### src/rtl/pdm_pkg.sv
// ============================================================================
// Module      : pdm_pkg
// Description : Shared defaults and helpers for the PDM transmit/receive path.
// Revision    : 1.0 - initial release
// ============================================================================
`default_nettype none

package pdm_pkg;

    localparam int PDM_DATA_W   = 16;
    localparam int PDM_CLK_DIV  = 4;
    localparam int PDM_REF_HALF = 64;

    // Counter width for a modulo-n counter; a 1-bit floor keeps n == 1 legal.
    function automatic int cnt_width(input int n);
        return (n > 1) ? $clog2(n) : 1;
    endfunction

endpackage : pdm_pkg

`default_nettype wire

### src/rtl/pdm_tx_if.sv
// ============================================================================
// Module      : pdm_tx_if
// Description : Valid/ready sample stream into the PDM transmitter.
// Revision    : 1.0 - initial release
// ============================================================================
`default_nettype none

interface pdm_tx_if
    import pdm_pkg::*;
#(
    parameter int DATA_W = PDM_DATA_W
) ();

    logic [DATA_W-1:0] s_data;
    logic              s_valid;
    logic              s_ready;

    modport master (
        output s_data,
        output s_valid,
        input  s_ready
    );

    modport slave (
        input  s_data,
        input  s_valid,
        output s_ready
    );

endinterface : pdm_tx_if

`default_nettype wire

### src/rtl/pdm_tick_gen.sv
// ============================================================================
// Module      : pdm_tick_gen
// Description : Clock-enable divider producing one tick every DIV enabled clocks.
// Revision    : 1.0 - initial release
// ============================================================================
`default_nettype none

module pdm_tick_gen
    import pdm_pkg::*;
#(
    parameter int DIV = PDM_CLK_DIV
) (
    input  logic clk,
    input  logic rst,
    input  logic enable_i,
    input  logic clear_i,
    output logic tick_o
);

    localparam int               CNT_W    = cnt_width(DIV);
    localparam logic [CNT_W-1:0] CNT_LAST = CNT_W'(DIV - 1);

    logic [CNT_W-1:0] cnt_q;
    logic [CNT_W-1:0] cnt_d;
    logic             at_last;

    assign at_last = (cnt_q == CNT_LAST);
    assign tick_o  = enable_i && !clear_i && at_last;

    always_comb begin
        cnt_d = cnt_q;
        if (clear_i) begin
            cnt_d = '0;
        end else if (enable_i) begin
            cnt_d = at_last ? '0 : cnt_q + 1'b1;
        end
    end

    always_ff @(posedge clk or posedge rst) begin
        if (rst) begin
            cnt_q <= '0;
        end else begin
            cnt_q <= cnt_d;
        end
    end

endmodule : pdm_tick_gen

`default_nettype wire

### src/rtl/pdm_tx.sv
// ============================================================================
// Module      : pdm_tx
// Description : First-order delta-sigma PDM transmitter with phase-locked
//               reference square wave.
// Revision    : 1.0 - initial release
// ============================================================================
`default_nettype none

module pdm_tx
    import pdm_pkg::*;
#(
    parameter int DATA_W   = PDM_DATA_W,
    parameter int CLK_DIV  = PDM_CLK_DIV,
    parameter int REF_HALF = PDM_REF_HALF
) (
    input  logic     clk,
    input  logic     rst,
    input  logic     enable,
    pdm_tx_if.slave  s,
    output logic     pdm_pulse,
    output logic     ref_pulse,
    output logic     pdm_tick,
    output logic     underrun
);

    localparam int               REF_W    = cnt_width(REF_HALF);
    localparam logic [REF_W-1:0] REF_LAST = REF_W'(REF_HALF - 1);

    logic              tick;
    logic              accept;
    logic [DATA_W-1:0] sel;
    logic [DATA_W:0]   sum;

    logic [DATA_W-1:0] hold_q,       hold_d;
    logic              hold_valid_q, hold_valid_d;
    logic [DATA_W-1:0] cur_q,        cur_d;
    logic [DATA_W-1:0] acc_q,        acc_d;
    logic              pdm_q,        pdm_d;
    logic              ref_q,        ref_d;
    logic [REF_W-1:0]  ref_cnt_q,    ref_cnt_d;
    logic              tick_q,       tick_d;
    logic              underrun_q,   underrun_d;

    pdm_tick_gen #(
        .DIV      (CLK_DIV)
    ) u_tick_gen (
        .clk      (clk),
        .rst      (rst),
        .enable_i (enable),
        .clear_i  (!enable),
        .tick_o   (tick)
    );

    // s_ready comes straight from the flop, so an accept can never coincide
    // with the tick that unloads a full holding register.
    assign s.s_ready = !hold_valid_q;
    assign accept    = s.s_valid && !hold_valid_q;
    assign sel       = hold_valid_q ? hold_q : cur_q;
    assign sum       = {1'b0, acc_q} + {1'b0, sel};

    always_comb begin
        hold_d       = hold_q;
        hold_valid_d = hold_valid_q;
        cur_d        = cur_q;
        acc_d        = acc_q;
        pdm_d        = pdm_q;
        ref_d        = ref_q;
        ref_cnt_d    = ref_cnt_q;
        tick_d       = tick;
        underrun_d   = tick && !hold_valid_q;

        if (accept) begin
            hold_d       = s.s_data;
            hold_valid_d = 1'b1;
        end

        if (tick) begin
            if (hold_valid_q) begin
                cur_d        = hold_q;
                hold_valid_d = 1'b0;
            end
            acc_d = sum[DATA_W-1:0];
            pdm_d = sum[DATA_W];
            if (ref_cnt_q == REF_LAST) begin
                ref_cnt_d = '0;
                ref_d     = !ref_q;
            end else begin
                ref_cnt_d = ref_cnt_q + 1'b1;
            end
        end

        // Stopping realigns modulator and reference phase; samples survive.
        if (!enable) begin
            acc_d     = '0;
            pdm_d     = 1'b0;
            ref_d     = 1'b0;
            ref_cnt_d = '0;
        end
    end

    always_ff @(posedge clk or posedge rst) begin
        if (rst) begin
            hold_q       <= '0;
            hold_valid_q <= 1'b0;
            cur_q        <= '0;
            acc_q        <= '0;
            pdm_q        <= 1'b0;
            ref_q        <= 1'b0;
            ref_cnt_q    <= '0;
            tick_q       <= 1'b0;
            underrun_q   <= 1'b0;
        end else begin
            hold_q       <= hold_d;
            hold_valid_q <= hold_valid_d;
            cur_q        <= cur_d;
            acc_q        <= acc_d;
            pdm_q        <= pdm_d;
            ref_q        <= ref_d;
            ref_cnt_q    <= ref_cnt_d;
            tick_q       <= tick_d;
            underrun_q   <= underrun_d;
        end
    end

    assign pdm_pulse = pdm_q;
    assign ref_pulse = ref_q;
    assign pdm_tick  = tick_q;
    assign underrun  = underrun_q;

endmodule : pdm_tx

`default_nettype wire
### src/flat_wrapper.sv
// flat-port wrapper written by rule: the top's interface ports become plain ports
module pdm_tx_flat import pdm_pkg::*;
#(
    parameter int DATA_W   = PDM_DATA_W,
    parameter int CLK_DIV  = PDM_CLK_DIV,
    parameter int REF_HALF = PDM_REF_HALF
)
  (clk, rst, enable, pdm_pulse, ref_pulse, pdm_tick, underrun, s_s_data, s_s_valid, s_s_ready);
  pdm_tx_if #(.DATA_W(DATA_W)) s_i ();
  input  logic clk;
  input  logic rst;
  input  logic enable;
  output logic pdm_pulse;
  output logic ref_pulse;
  output logic pdm_tick;
  output logic underrun;
  input wire logic [$bits(s_i.s_data)-1:0] s_s_data;
  input wire logic [$bits(s_i.s_valid)-1:0] s_s_valid;
  output wire logic [$bits(s_i.s_ready)-1:0] s_s_ready;
  assign s_i.s_data = s_s_data;
  assign s_i.s_valid = s_s_valid;
  assign s_s_ready = s_i.s_ready;
  pdm_tx #(.DATA_W(DATA_W), .CLK_DIV(CLK_DIV), .REF_HALF(REF_HALF)) u_core (.clk(clk), .rst(rst), .enable(enable), .s(s_i), .pdm_pulse(pdm_pulse), .ref_pulse(ref_pulse), .pdm_tick(pdm_tick), .underrun(underrun));
endmodule
### config.mk
export PLATFORM = sky130hd
export DESIGN_NAME = pdm_tx_flat
export DESIGN_NICKNAME = d
export VERILOG_FILES = /design/src/rtl/pdm_pkg.sv /design/src/rtl/pdm_tx_if.sv /design/src/rtl/pdm_tick_gen.sv /design/src/rtl/pdm_tx.sv /design/src/flat_wrapper.sv
export SDC_FILE = /design/constraint.sdc
export NUM_CORES = 1
export LEC_CHECK = 0
export CORE_ASPECT_RATIO = 0.8
export CORE_UTILIZATION = 55
export CTS_BUF_LIST = sky130_fd_sc_hd__clkbuf_8
export CTS_CLUSTER_SIZE = 30
export DETAILED_ROUTE_END_ITERATION = 8
export GPL_ROUTABILITY_DRIVEN = 0
export PLACE_DENSITY = 0.79
export SLEW_MARGIN = 20
export SYNTH_ARGS = -nofsm -noshare
export SYNTH_HDL_FRONTEND = slang
export SYNTH_SLANG_ARGS = --single-unit
### constraint.sdc
create_clock -name clk -period 2.8 [get_ports clk]
set_input_delay 0.84 -clock clk [delete_from_list [all_inputs] [get_ports clk]]
set_output_delay 0.84 -clock clk [all_outputs]
set_load 0.01 [all_outputs]
### After elaboration in Yosys (flattened, before gate mapping)

Index checks and enable logic that the tools add are counted.

* add/sub/neg operators: 3
* multiplexer cells: 16
* reduce and logical (&&, ||, !) cells: 6
* eq/ne operators: 4

Operators with widths (number)
* $mux 16: 3
* $mux 6: 3
* $add 16x16->17: 1
* $mux 1: 8
* $add 6x1->6 const B: 1
* $eq 6x6->1 const B: 1
* $mux 2: 2
* $ne 2x1->1 const B: 2
* $logic_and 1x1->1: 3
* $add 2x1->2 const B: 1
* $eq 2x2->1 const B: 1
* $logic_not 1->1: 2
* $reduce_and 2->1: 1

* bits in registers: 61
* word-level logic and storage cells: 39

### Depth between registers and ports, before layout

Gate-level depths: netlist of run 1.

* word-level depth: 5
* depth in mapped cells: 11
* depth with buffers taken out: 9

### By module

From an unflattened synthesis of run 1, not the netlist that was laid out.

* cells, all modules: 349
* area total of the unflattened synthesis: 3449.6 sq um

By module, submodules not included
* pdm_tx: area each 3338.2 sq um, cells an instance 338, times used 1, sequential area each 1476.4 sq um
* pdm_tick_gen: area each 111.4 sq um, cells an instance 11, times used 1, sequential area each 50.0 sq um

### Worst setup path before layout of run 1

No wires, ideal clock.

* path type: register to register
* from: register u_core.hold_valid_q
* to: register u_core.acc_q[12]
* setup slack: -283 ps
* clock period less this slack: 3083 ps
* setup time: 131 ps
* stages on the path, launching flop included: 12
* path buffers: 2
* arrival time: 2953 ps
* cells stage by stage: dfrtp_1 > buf_2 > buf_1 > mux2_2 > ha_1 > fa_1 > a21o_1 > a221oi_2 > o31ai_2 > o31a_1 > xnor2_1 > o21ai_1

* longest elaborated chain between the ends: 4

Ends and longest elaborated chain
* start, declared: line pdm_tx.sv:35 `logic hold_valid_q, hold_valid_d;`
* start signal, assigned: line pdm_tx.sv:114 `hold_valid_q <= hold_valid_d;`
* $mux 16
* via u_core.sel[0]: line pdm_tx.sv:31 `logic [DATA_W-1:0] sel;`
* $add 16x16->17: line pdm_tx.sv:59 `assign sum = {1'b0, acc_q} + {1'b0, sel};`
* $mux 16: line pdm_tx.sv:77 `if (tick) begin`
* $mux 16: line pdm_tx.sv:93 `if (!enable) begin`
* end signal, assigned: line pdm_tx.sv:106 `acc_q <= '0;`
* end signal, assigned: line pdm_tx.sv:116 `acc_q <= acc_d;`
* end, declared: line pdm_tx.sv:37 `logic [DATA_W-1:0] acc_q, acc_d;`

The timed path passes the listed nets, and every way through them passes these cells. The select of a mux whose other input is x is not followed.
A chain may end at the register's enable or synchronous reset.

### Final worst setup path of run 1

Same ends and word-level chain as after synthesis.

==> impl_summary.log, run 1 <==
[metrics] number of instances resized during post-cts repair: 0
[metrics] cell area after synthesis: 0.00329 sq mm
[metrics] arrival time reported for the critical path endpoint: about 2900 ps
[metrics] most instantiated flip-flop cell in the synthesis netlist: sky130_fd_sc_hd__dfrtp_1
[metrics] type of destination of the critical path: flop
[metrics] number of remaining DRC errors: 0
[metrics] post-placement worst setup slack: 125 ps
[metrics] final setup TNS: 0 ps
[metrics] number of buffers and inverters on the critical path: 0
[metrics] number of antenna violations at the first check in global routing: 0
[metrics] clock tree from TritonCTS: yes
[metrics] filler cell count in the final layout: 426
[metrics] DP Wirelength: 4.41 mm
[metrics] Area growth syn-to-layout: 17.7%
[metrics] count of mapped cells out of synthesis: 320
[metrics] combined global-route utilization of all metal layers: 0.232
[metrics] post-synthesis async set-or-reset flop share: 1.00
[metrics] number of H-tree levels: 3
[metrics] input/output buffers: 24
[metrics] # rows: 24
[metrics] worst-path cell with the longest stage delay: sky130_fd_sc_hd__dfrtp_2
[metrics] proportion of synthesized chip area in sequential cells: 0.464
[metrics] number of buffers inserted during clock tree synthesis: 9
[metrics] Routed WL per cell: 14.9 um
[metrics] category of the worst setup path launch point: flop
[metrics] slew at the pin closest to its max-slew limit: 415 ps
[metrics] leading cell types in the layout, fill and taps excluded: sky130_fd_sc_hd__nand2_1 (72), sky130_fd_sc_hd__dfrtp_1 (60), sky130_fd_sc_hd__mux2_2 (32)
[metrics] Data required, critical path: 3020 ps
[metrics] vias in the first global route: approximately 2,300
[metrics] clock-pin slew of the registers on the worst-case setup and hold paths: 60 ps
[metrics] core region area: 0.00562 sq mm
[metrics] maximum VDD drop: 0.422 mV
[metrics] number of vias per cell after detailed routing: 5.48
[metrics] starting density of the core: 0.586
[metrics] leading cell type in the layout, fill and taps excluded: sky130_fd_sc_hd__nand2_1
[metrics] peak-usage layer in the global routing report: met2
[metrics] met3 Usage GRT: 0.0712
[metrics] reported max-cap violation count: 0
[metrics] number of hold-slack violations in the final timing report: 0
[metrics] pin count of the biggest net entering global routing: between 60 and 70
[metrics] fin worst setup slack: 129 ps
[metrics] count of synthesis-stage warnings from yosys: 0
[metrics] clock skew: between 10 and 15 ps
[metrics] static power due to leakage: approximately 1.8 nW
[metrics] antenna fix cells: 0
[metrics] outcome: finished clean
[metrics] overall die area: 0.00630 sq mm
[metrics] number of nets in the final layout: 392
[metrics] fraction of the cycle the final worst path needs: 0.954
[metrics] number of clock sinks seen by CTS: 61
[metrics] final wirelength: 6.50 mm
[metrics] FF+latch count, synth: 61
[metrics] Skew-Pair Late Insertion Delay: 350 ps
[metrics] fmax: 374 MHz
[metrics] ordered list of cells on the worst path: mux2_2 > ha_1 > fa_1 > a21o_1 > a221oi_2 > o31ai_2 > o31a_1 > xnor2_1 > o21ai_1
[metrics] net count of the mapped netlist: 359
[metrics] Post-Synthesis Mean Instance Area: 10.3 sq um
[metrics] Post-synth EDFFs: 0
[metrics] Power Density: 923 mW/mm^2
[metrics] delay of the slowest cell on the worst path: 410 ps
[metrics] cell area after placement: 0.00367 sq mm
[metrics] Layout Cell Area excl Fill: 0.00387 sq mm
[metrics] fraction of layout instances using a drive strength above 1: 0.188
[metrics] type of the worst setup path: flop to flop
[metrics] CTS hold repair buffers: 0
[metrics] Post-CTS Setup Bufs: 0
[metrics] number of detailed-route iterations in the first pass: 4
[metrics] distinct cell type count of the synthesized netlist: 44
[metrics] deepest clock path buffer count: 2
[metrics] fraction of met1 tracks used by global routing: 0.330
[metrics] min Tclk post-route: between 2000 and 3000 ps
[metrics] CTS Root Buffer Type: sky130_fd_sc_hd__clkbuf_8
[metrics] global-route congestion overflow total: 0
[metrics] first-pass GRT wire length: around 11 mm
[metrics] worst-case headroom to the max-slew limit: 0.720
[metrics] CP delay by family, top: compound AO/OA/AOI/OAI gates
[metrics] Detail Route Antenna Nets: 0
[metrics] Die H: just over 70 um
[metrics] # setup viols final: 0
[metrics] DRC marker count from the first detailed-route iteration: between 100 and 150
[metrics] Via Count: 2,385
[metrics] maximum net fanout on the critical path: 5
[metrics] max-slew violation total from the final report: 0
[metrics] met2 track demand over resource in global routing: 0.336
[metrics] die extent in x: 88.5 um
[metrics] setup repair after global routing missed its margin: false
[metrics] boundary pin count: 25
[metrics] Worst Hold Class: flop to flop
-- worst reg2reg max path, delay by kind of cell (launching register included) --
kind	cells	cell delay (ps)
AO/OA/AOI/OAI	5	1010
XOR/XNOR	1	150
adder cells (fa/ha/maj)	2	610
flip-flops	1	410
multiplexers	1	360
-- power breakdown --
group          leakage, nW  switching [mW]  total (mW)  internal [mW]
clock network       0.0926           0.334       0.694          0.361
registers            0.791           0.154        1.31           1.15
logic                0.915           0.816        1.57          0.758
-- Yosys cell counts (3+ instances only) --
library cell,number,area share
sky130_fd_sc_hd__nand2_1,72,0.082
sky130_fd_sc_hd__a21oi_1,12,0.018
sky130_fd_sc_hd__buf_2,3,0.0046
sky130_fd_sc_hd__o21ai_0,14,0.021
sky130_fd_sc_hd__o21ai_1,3,0.0046
sky130_fd_sc_hd__xnor2_1,15,0.040
sky130_fd_sc_hd__mux2i_1,9,0.027
sky130_fd_sc_hd__a21o_1,7,0.016
sky130_fd_sc_hd__mux2_2,32,0.11
sky130_fd_sc_hd__dfrtp_1,61,0.46
sky130_fd_sc_hd__buf_1,3,0.0034
sky130_fd_sc_hd__nor2_1,10,0.011
sky130_fd_sc_hd__and2_1,4,0.0076
sky130_fd_sc_hd__ha_1,18,0.068
sky130_fd_sc_hd__nand3_1,4,0.0061
sky130_fd_sc_hd__nor2b_1,12,0.023
sky130_fd_sc_hd__clkbuf_1,7,0.0080
-- registers in the layout, indices dropped and copies added, names as in the netlist --
register,cells
u_core.cur_q,16
u_core.ref_pulse,1
u_core.underrun,1
u_core.pdm_pulse,1
u_core.pdm_tick,1
u_core.hold_valid_q,1
u_core.u_tick_gen.cnt_q,2
u_core.acc_q,16
u_core.hold_q,16
u_core.ref_cnt_q,6
-- area by class of cell --
class,instances,area (sq um),area share
Clock buffer,11,151,0.0391
Timing Repair Buffer,36,347,0.0895
Multi-Input combinational cell,242,1710,0.442
Clock inverter,4,25.0,0.00646
Sequential cell,61,1530,0.395
Tap cell,78,97.6,0.0252
Inverter,3,11.3,0.00291
-- stage by stage --
stage | hold WS, ps | power (mW) | cells | util
after global placement | 423 | 2.77 | 420 | 0.654
after detailed placement | 426 | 2.83 | 420 | 0.654
after CTS | 436 | 3.55 | 435 | 0.686
after floorplan | 409 | 2.45 | 320 | -
after global routing | 455 | 3.81 | 435 | 0.690
final | 429 | 3.57 | 435 | 0.690
-- cells by family (layout without fill, tap and decap cells) --
kind of cell	Yosys count	in the layout	share of synthesized area
and+or+nand+nor	112	112	0.151
DFF	61	61	0.464
AOI/OAI and AO/OA	53	53	0.108
muxes	41	41	0.137
adders and majority gates	19	19	0.0745
xor gates and xnor gates	17	17	0.0452
buffers and inverters	17	54	0.0209
-- metal layers --
| metal | vias to the layer above | wire [um] |
|---|---|---|
| li1 | 1165 | - |
| met1 | 1140 | 3270 |
| met2 | 70 | 2720 |
| met3 | 10 | 425 |
| met4 | 0 | 85 |
| met5 | - | 0 |
-- worst paths after layout --
check | from | end | slack (ps) | depth (start not counted)
worst max-delay path | u_core.hold_valid_q | u_core.acc_q[12] | 130 | 9
worst min-delay path | u_core.u_tick_gen.cnt_q[0] | u_core.u_tick_gen.cnt_q[0] | 430 | 1
worst max register to register | u_core.hold_valid_q | u_core.acc_q[12] | 130 | 9
worst min register to register | u_core.u_tick_gen.cnt_q[0] | u_core.u_tick_gen.cnt_q[0] | 430 | 1
max in group asynchronous | rst | u_core.hold_valid_q | 1630 | 3
min in group asynchronous | rst | u_core.hold_q[13] | 870 | 3
Note: power is estimated with default switching activity, not from simulation.
==> run 2, diff against run 1 <==
Settings changed: CTS_BUF_LIST sky130_fd_sc_hd__clkbuf_8 to sky130_fd_sc_hd__clkbuf_4, GPL_ROUTABILITY_DRIVEN 0 to 1.
==> run 2 against run 1 <==
Worst setup slack got worse by 2.2 ps. Maximum frequency barely moved. Count of clock-buffer cells in the layout fell by 1. Core utilization fell by 1.1 points. Critical path type unchanged. Critical endpoint unchanged. Largest power group unchanged. Highest routed layer unchanged.
==> impl_summary.log, run 2 (synthesized netlist as in run 1, its figures left out) <==
[metrics] outcome: finished clean
[metrics] reg-to-reg setup timing slack: around 130 ps
[metrics] setup repair after global routing missed its margin: false
[metrics] overall die area: 0.00630 sq mm
[metrics] Via Count: between 2,000 and 2,500
[metrics] fmax: 374 MHz
[metrics] combinational power share: 0.469
[metrics] internal cell power: around 2.1 mW
[metrics] number of clock sinks seen by CTS: between 60 and 70
[metrics] utilization after layout: 0.678
[metrics] gpl congestion: about 0.9
[metrics] met3 Usage GRT: 0.0712
[metrics] fraction of met1 tracks used by global routing: 0.324
[metrics] Data required, critical path: 3090 ps
[metrics] final wirelength: 6.39 mm
[metrics] # rows: 24
[metrics] share of total power in sequential cells: 0.385
[metrics] power after layout: 3.38 mW
[metrics] pin count of the biggest net entering global routing: 62
[metrics] first-pass GRT wire length: 10.7 mm
[metrics] starting density of the core: 0.586
[metrics] category of the worst setup path launch point: flop
[metrics] die extent in x: between 80 and 90 um
[metrics] clock-pin slew of the registers on the worst-case setup and hold paths: 100 ps
[metrics] maximum VDD drop: 0.313 mV
[metrics] DRC marker count from the first detailed-route iteration: 114
[metrics] filler cell count in the final layout: roughly 430
[metrics] met2 track demand over resource in global routing: 0.329
[metrics] DP Wirelength: ~4.4 mm
[metrics] number of H-tree levels: 3
[metrics] Post-CTS Setup Bufs: 0
[metrics] clock tree from TritonCTS: yes
[metrics] type of the worst setup path: flop to flop
[metrics] number of nets in the final layout: 392
[metrics] CTS hold repair buffers: 0
[metrics] static power due to leakage: 1.76 nW
[metrics] type of destination of the critical path: flop
[metrics] combined global-route utilization of all metal layers: 0.229
[metrics] reported max-cap violation count: 0
[metrics] switching power total: 1.29 mW
[metrics] fraction of layout instances using a drive strength above 1: 0.188
[metrics] Area growth syn-to-layout: 15.8%
[metrics] leading cell types in the layout, fill and taps excluded: sky130_fd_sc_hd__nand2_1 (72), sky130_fd_sc_hd__dfrtp_1 (60), sky130_fd_sc_hd__mux2_2 (32)
[metrics] final setup TNS: 0 ps
[metrics] arrival time reported for the critical path endpoint: 2970 ps
[metrics] boundary pin count: 25
[metrics] # setup viols final: 0
[metrics] fraction of the cycle the final worst path needs: 0.955
[metrics] max-slew violation total from the final report: 0
[metrics] leading cell type in the layout, fill and taps excluded: sky130_fd_sc_hd__nand2_1
[metrics] Routed WL per cell: between 10 and 15 um
[metrics] input/output buffers: 24
[metrics] vias in the first global route: ~2,300
[metrics] Layout Cell Area excl Fill: approximately 0.0038 sq mm
[metrics] number of buffers inserted during clock tree synthesis: 9
[metrics] cell area after placement: 0.00367 sq mm
[metrics] number of instances resized during post-cts repair: 0
[metrics] maximum net fanout on the critical path: 5
[metrics] Detail Route Antenna Nets: 0
[metrics] Worst Hold Class: flop to flop
[metrics] peak-usage layer in the global routing report: met2
[metrics] min Tclk post-route: approximately 2700 ps
[metrics] CTS Root Buffer Type: sky130_fd_sc_hd__clkbuf_4
[metrics] Skew-Pair Late Insertion Delay: 430 ps
[metrics] number of antenna violations at the first check in global routing: 0
[metrics] number of detailed-route iterations in the first pass: 4
[metrics] core region area: 0.00562 sq mm
[metrics] number of hold-slack violations in the final timing report: 0
[metrics] worst-case headroom to the max-slew limit: 0.743
[metrics] Die H: 71.2 um
[metrics] number of vias per cell after detailed routing: 5.48
[metrics] share of total power consumed by net switching: 0.381
[metrics] global-route congestion overflow total: 0
[metrics] deepest clock path buffer count: 2
[metrics] Power Density: 887 mW/mm^2
[metrics] largest registers: u_core.acc_q (16), u_core.cur_q (16), u_core.hold_q (16)
[metrics] clock skew: 20.3 ps
[metrics] power share of the clock group: 0.146
[metrics] antenna fix cells: 0
[metrics] slew at the pin closest to its max-slew limit: 383 ps
[metrics] number of remaining DRC errors: 0
run 2: cell count changes in the layout (fill, tap and decap cells not counted):
cell	delta
sky130_fd_sc_hd__clkbuf_8	-11
sky130_fd_sc_hd__clkbuf_4	+10
sky130_fd_sc_hd__clkinv_1	+2
sky130_fd_sc_hd__a21oi_2	-1
sky130_fd_sc_hd__a21oi_4	+1
sky130_fd_sc_hd__ha_1	-1
sky130_fd_sc_hd__ha_2	+1
sky130_fd_sc_hd__inv_1	-1
run 2: power groups by stage:
stage	Clock (mW)	Combinational (mW)	Sequential [mW]
after floorplan	0	1.20	1.25
after global placement	0	1.47	1.30
after detailed placement	0	1.52	1.31
after CTS	0.510	1.53	1.30
after global routing	0.540	1.74	1.34
final	0.494	1.59	1.30
run 2: final cells by class:
type                            instances  area, sq um  share of cell area
Clock buffer                           10         75.1              0.0197
Clock inverter                          5         28.8             0.00755
Inverter                                3         11.3             0.00296
Multi-Input combinational cell        242         1720               0.452
Sequential cell                        61         1530               0.401
Tap cell                               78         97.6              0.0256
Timing Repair Buffer                   36          347              0.0910
run 2: layer usage:
layer | wire length, um | part of all wire | vias up
met1 | 3220 | 0.50 | 1144
met5 | 0 | 0 | -
met2 | 2670 | 0.42 | 62
met4 | 72 | 0.011 | 0
met3 | 430 | 0.067 | 8
li1 | - | - | 1169
run 2: through the flow:
stage          hold WS [ps]  worst slack, ps  cells
3_3_place_gp            423              171    420
2_1_floorplan           409             3.47    320
6_report                433              127    435
4_1_cts                 440             87.1    435
5_1_grt                 460            0.246    435
3_5_place_dp            426              125    420
run 2: worst paths after layout:
kind	start	cells past startpoint	to
min	u_core.u_tick_gen.cnt_q[0]	1	u_core.u_tick_gen.cnt_q[0]
max	u_core.hold_valid_q	9	u_core.acc_q[12]
min reg2reg	u_core.u_tick_gen.cnt_q[0]	1	u_core.u_tick_gen.cnt_q[0]
max reg2reg	u_core.hold_valid_q	9	u_core.acc_q[12]
max in group asynchronous	rst	3	u_core.hold_valid_q
min in group asynchronous	rst	3	u_core.hold_q[12]
run 2: worst max-delay path: stages, from the launching register on:
cell	delay (ps)
sky130_fd_sc_hd__dfrtp_2	420
sky130_fd_sc_hd__mux2_2	360
sky130_fd_sc_hd__ha_1	210
sky130_fd_sc_hd__fa_1	400
sky130_fd_sc_hd__a21o_1	220
sky130_fd_sc_hd__a221oi_2	290
sky130_fd_sc_hd__o31ai_2	140
sky130_fd_sc_hd__o31a_1	290
sky130_fd_sc_hd__xnor2_1	150
sky130_fd_sc_hd__o21ai_1	70
==> run 3, diff against run 2 <==
Settings changed: CTS_BUF_LIST sky130_fd_sc_hd__clkbuf_4 to sky130_fd_sc_hd__clkbuf_2 sky130_fd_sc_hd__clkbuf_4 sky130_fd_sc_hd__clkbuf_8, SKIP_LAST_GASP set to 1.
==> run 3 against run 2 <==
Largest power group unchanged. Sequential share of layout area is 0.69 points lower. Total power is 6.2% higher. Die area stayed put. Worst setup slack better by 2.2 ps. Design area is 1.7% higher. Global-route usage is 0.26 points higher. Critical path depth stayed put. Clock skew is 7.6 ps lower. Clock power is 43% higher. Wire length is 1.7% higher.
==> impl_summary.log, run 3 (synthesized netlist as in run 1, its figures left out) <==
[metrics] global-route congestion overflow total: 0
[metrics] gpl congestion: 0.897
[metrics] CP endpoint: u_core.acc_q[12]
[metrics] reported max-cap violation count: 0
[metrics] maximum VDD drop: 0.422 mV
[metrics] leading cell type in the layout, fill and taps excluded: sky130_fd_sc_hd__nand2_1
[metrics] number of H-tree levels: 3
[metrics] core region area: approximately 0.0056 sq mm
[metrics] input/output buffers: 24
[metrics] met3 Usage GRT: 0.0712
[metrics] overall die area: 0.00630 sq mm
[metrics] largest registers: u_core.acc_q (16), u_core.cur_q (16), u_core.hold_q (16)
[metrics] terminus of the critical flop-to-flop path: u_core.acc_q[12]
[metrics] leading cell types in the layout, fill and taps excluded: sky130_fd_sc_hd__nand2_1 (72), sky130_fd_sc_hd__dfrtp_1 (60), sky130_fd_sc_hd__mux2_2 (32)
[metrics] number of buffers inserted during clock tree synthesis: 9
[metrics] reg-to-reg setup timing slack: 130 ps
[metrics] arrival time reported for the critical path endpoint: 2890 ps
[metrics] Routed WL per cell: 15.0 um
[metrics] category of the worst setup path launch point: flop
[metrics] number of vias per cell after detailed routing: 5.48
[metrics] boundary pin count: 25
[metrics] fmax: 374 MHz
[metrics] outcome: finished clean
[metrics] number of remaining DRC errors: 0
[metrics] ordered list of cells on the worst path: mux2_2 > ha_1 > fa_1 > a21o_1 > a221oi_2 > o31ai_2 > o31a_1 > xnor2_1 > o21ai_1
[metrics] fraction of met1 tracks used by global routing: 0.330
[metrics] Post-CTS Setup Bufs: 0
[metrics] setup repair after global routing missed its margin: false
[metrics] clock tree from TritonCTS: yes
[metrics] Data required, critical path: 3020 ps
[metrics] power after layout: 3.59 mW
[metrics] starting density of the core: 0.586
[metrics] Skew-Pair Late Insertion Delay: about 350 ps
[metrics] Power Density: 926 mW/mm^2
[metrics] number of antenna violations at the first check in global routing: 0
[metrics] combined global-route utilization of all metal layers: 0.232
[metrics] instance count on the critical path: 9
[metrics] # rows: 24
[metrics] clock-pin slew of the registers on the worst-case setup and hold paths: roughly 60 ps
[metrics] Area growth syn-to-layout: 17.8%
[metrics] met2 track demand over resource in global routing: 0.336
[metrics] maximum net fanout on the critical path: 5
[metrics] pin count of the biggest net entering global routing: 62
[metrics] deepest clock path buffer count: 2
[metrics] worst-case headroom to the max-slew limit: 0.719
[metrics] static power due to leakage: about 1.8 nW
[metrics] clock skew: 12.7 ps
[metrics] slew at the pin closest to its max-slew limit: 416 ps
[metrics] CTS Root Buffer Type: sky130_fd_sc_hd__clkbuf_8
[metrics] number of nets in the final layout: 392
[metrics] die extent in x: 88.5 um
[metrics] Worst Hold Class: flop to flop
[metrics] type of the worst setup path: flop to flop
[metrics] min Tclk post-route: around 2700 ps
[metrics] delay of the slowest cell on the worst path: 410 ps
[metrics] Reg-to-Reg Start: u_core.hold_valid_q
[metrics] cell count of the worst reg-to-reg path: 9
[metrics] final setup TNS: 0 ps
[metrics] post-placement worst setup slack: between 100 and 150 ps
[metrics] DP Wirelength: 4.41 mm
[metrics] number of detailed-route iterations in the first pass: 4
[metrics] fraction of the cycle the final worst path needs: 0.954
[metrics] DRC marker count from the first detailed-route iteration: approximately 130
[metrics] final wirelength: 6.50 mm
[metrics] peak-usage layer in the global routing report: met2
[metrics] number of buffers and inverters on the critical path: 0
[metrics] origin of the worst setup path: u_core.hold_valid_q
[metrics] vias in the first global route: 2,283
[metrics] CP delay by family, top: compound AO/OA/AOI/OAI gates
[metrics] first-pass GRT wire length: 10.9 mm
[metrics] max-slew violation total from the final report: 0
[metrics] worst-path cell with the longest stage delay: sky130_fd_sc_hd__dfrtp_2
[metrics] Detail Route Antenna Nets: 0
[metrics] # setup viols final: 0
[metrics] Die H: roughly 71 um
[metrics] type of destination of the critical path: flop
[metrics] fin worst setup slack: 129 ps
[metrics] Via Count: 2,385
[metrics] fraction of layout instances using a drive strength above 1: 0.190
[metrics] number of hold-slack violations in the final timing report: 0
[metrics] number of clock sinks seen by CTS: a little over 60
[metrics] antenna fix cells: 0
-- run 3: per-layer routing --
metal	part of all wire	wire length [um]
met5	0	0
met2	0.42	2720
met1	0.50	3270
met4	0.013	85
met3	0.065	425
-- run 3: worst min path at each step --
stage          slack, ps                       start  cells past startpoint                    endpoint
2_1_floorplan        410  u_core.u_tick_gen.cnt_q[0]                      1  u_core.u_tick_gen.cnt_q[0]
3_3_place_gp         420  u_core.u_tick_gen.cnt_q[0]                      1  u_core.u_tick_gen.cnt_q[0]
3_5_place_dp         430  u_core.u_tick_gen.cnt_q[0]                      1  u_core.u_tick_gen.cnt_q[0]
4_1_cts              440  u_core.u_tick_gen.cnt_q[0]                      1  u_core.u_tick_gen.cnt_q[0]
5_1_grt              460  u_core.u_tick_gen.cnt_q[0]                      1  u_core.u_tick_gen.cnt_q[0]
6_report             430  u_core.u_tick_gen.cnt_q[0]                      1  u_core.u_tick_gen.cnt_q[0]
-- run 3: final cells by class --
| cell class | count | area (sq um) |
|---|---|---|
| Inverter | 3 | 11.3 |
| Clock buffer | 12 | 159 |
| Fill cell | 424 | 1740 |
| Timing Repair Buffer | 36 | 347 |
| Clock inverter | 3 | 21.3 |
| Tap cell | 78 | 97.6 |
| Sequential cell | 61 | 1530 |
| Multi-Input combinational cell | 242 | 1710 |
-- run 3: report_power, final --
| group | internal, mW | leakage [nW] | switching, mW |
|---|---|---|---|
| Sequential | 1.15 | 0.791 | 0.154 |
| Combinational | 0.758 | 0.915 | 0.816 |
| Clock | 0.374 | 0.0919 | 0.334 |
| Total | 2.28 | 1.80 | 1.30 |
-- run 3: stage by stage --
step                      instance area [sq um]  utilization  hold slack [ps]  std cells
after floorplan                            3300            -              409        320
after global placement                     3670        0.654              423        420
after detailed placement                   3670        0.654              426        420
after CTS                                  3850        0.686              436        435
after global routing                       3880        0.690              455        435
final                                      3880        0.690              429        435
-- run 3: repair_timing --
item | CTS | global route
hold buffers | 0 | 0
setup endpoints to repair | 0 | 5
resized for setup | 0 | 5
==> RTL edit, RTL diff (settings of run 1) <==
`PDM_CLK_DIV`: 4 -> 8.
--- a/src/rtl/pdm_pkg.sv
+++ b/src/rtl/pdm_pkg.sv
@@ -8,7 +8,7 @@
 package pdm_pkg;
 
     localparam int PDM_DATA_W   = 16;
-    localparam int PDM_CLK_DIV  = 4;
+    localparam int PDM_CLK_DIV  = 8;
     localparam int PDM_REF_HALF = 64;
 
     // Counter width for a modulo-n counter; a 1-bit floor keeps n == 1 legal.
Check against the original RTL: not equivalent (a bounded check fails within 10 cycles, from zero or initial values and one cycle with rst high).
==> RTL edit against run 1 <==
  * Routed wire length is 14% higher
  * Area after synthesis is 7.0% higher
  * Via count is 15% higher
  * Maximum frequency is 0.74% lower
  * Setup slack worse by 20 ps
  * Total power is 17% lower
  * Sequential cell count is 1 higher
  * Final area is 8.1% higher
  * Critical endpoint is now u_core.acc_q[10]$_DFFE_PP0P_
==> RTL edit: results (changes against run 1) <==
status=finished clean; met1 GRT Util=30.79% (-2.2 points); layout cell share with drive strength beyond 1=19.90% (+1.1 points); Net count, final=432 (+10%); Min Hold Slack=435.8 ps (+6.693 ps); synth unique cells=53 (+20%); synth warn=0 (unchanged); WP data arrival=2920 ps (+30 ps); Synth area leaders=dfrtp_1 (44%), mux2_2 (10%), nand2_1 (7.1%); most instantiated cells after synthesis=nand2_1 (67), dfrtp_1 (62), mux2_2 (32); Pleak=1.996 nW (+11%); WL met3=340 microns (-20%); Post-Synth XOR/XNOR Area=1.244% (-3.3 points); GR Util met2=40.60% (+7.0 points); largest net degree at the start of global routing=27 (-56%); endpoints failing hold=0 (unchanged); Peak VDD IR=488.9 uV (+16%); adder-cell share of the synthesized area=7.321% (-0.13 points); Post-Syn Nets=397 (+11%); M3 GR Usage=6.211% (-0.91 points); DR WL met2=3538 microns (+30%); Post-DP HPWL=5279 microns (+20%); FF-to-FF setup slack=110 ps (-20 ps); mux contribution to synthesized area=11.66% (-2.0 points); Rel. slew slack=61.85% (-10 points); Filler Cell Count=458 (+7.5%); sequential share of the synthesized area=44.07% (-2.3 points); number of global-route vias before repair=2701 (+18%); GRT Resource Usage Total=24.54% (+1.3 points); compound-gate portion of the synthesized area=13.11% (+2.4 points); first-pass GRT wire length=12600 microns (+15%); WL/cell=15.52 microns (+3.8%); clk_skew=8.660 ps (-4.029 ps)
-- RTL edit: changes by cell type in the layout (fill, tap and decap cells not counted), sizes merged, moves of 4 or more --
cell          run 1  this run
xnor2            15         5
nand3             4        12
o21ai            17        10
buf              12        18
nor3              0         6
nor3b             0         6
a21o              7        12
mux2i             9         5
nand2            72        68
or3               1         5
-- RTL edit: worst paths after layout --
check	startpoint	end	cells after the start
setup / recovery	u_core.hold_valid_q$_DFF_PP0_	u_core.acc_q[10]$_DFFE_PP0P_	9
hold / removal	u_core.u_tick_gen.cnt_q[0]$_DFF_PP0_	u_core.u_tick_gen.cnt_q[0]$_DFF_PP0_	1
setup reg to reg	u_core.hold_valid_q$_DFF_PP0_	u_core.acc_q[10]$_DFFE_PP0P_	9
hold reg to reg	u_core.u_tick_gen.cnt_q[0]$_DFF_PP0_	u_core.u_tick_gen.cnt_q[0]$_DFF_PP0_	1
max in group asynchronous	rst	u_core.u_tick_gen.cnt_q[2]$_DFF_PP0_	3
min in group asynchronous	rst	u_core.hold_q[6]$_DFFE_PP0P_	2
-- RTL edit: timing repair --
item	CTS	global route
setup endpoints to repair	3	6
setup buffers	0	2
resized for setup	2	5
hold buffers	0	0
-- RTL edit: area by class of cell --
cell class | instances | area (sq um) | share of cell area (%)
multi-input combinational | 272 | 1906 | 45.53
sequential | 62 | 1553 | 37.10
timing repair buffer | 42 | 391.6 | 9.357
clock buffer | 10 | 137.6 | 3.288
tap | 81 | 101.3 | 2.422
clock inverter | 6 | 77.57 | 1.854
inverter | 5 | 18.77 | 0.4484
-- RTL edit: power breakdown --
| part | total (mW) | switching (mW) | internal, mW |
|---|---|---|---|
| Combinational | 0.976 | 0.492 | 0.485 |
| Clock | 0.865 | 0.349 | 0.516 |
| Sequential | 1.13 | 0.0819 | 1.05 |
-- RTL edit: critical path, cell delays in order, from the launching register on --
cell and delay, ps:
dfrtp_2 420, mux2_2 360, ha_1 220, fa_2 360
a21o_1 190, a21o_2 220, a21o_1 220, a2111oi_2 300
nor4_1 90, o21a_1 190
-- RTL edit: stage by stage --
stage / cells / setup slack, ps / utilization (%) / power (mW) / cell area, sq um
2_1_floorplan: 357 / 5.162 / - / 1.840 / 3543
3_3_place_gp: 460 / 105.4 / 65.12 / 2.042 / 3931
3_5_place_dp: 460 / -15.73 / 65.12 / 2.086 / 3931
4_1_cts: 476 / 8.558 / 68.83 / 2.966 / 4155
5_1_grt: 478 / 2.813 / 69.33 / 3.131 / 4185
6_report: 478 / 108.8 / 69.33 / 2.970 / 4185
-- RTL edit: logic make-up after synthesis --
kind of cell	count (synthesis)
AND/OR/NAND/NOR	146
AO/OA/AOI/OAI	64
flip-flops	62
multiplexers	37
buffers and inverters	23
adder cells (fa/ha/maj)	20
XOR/XNOR	5
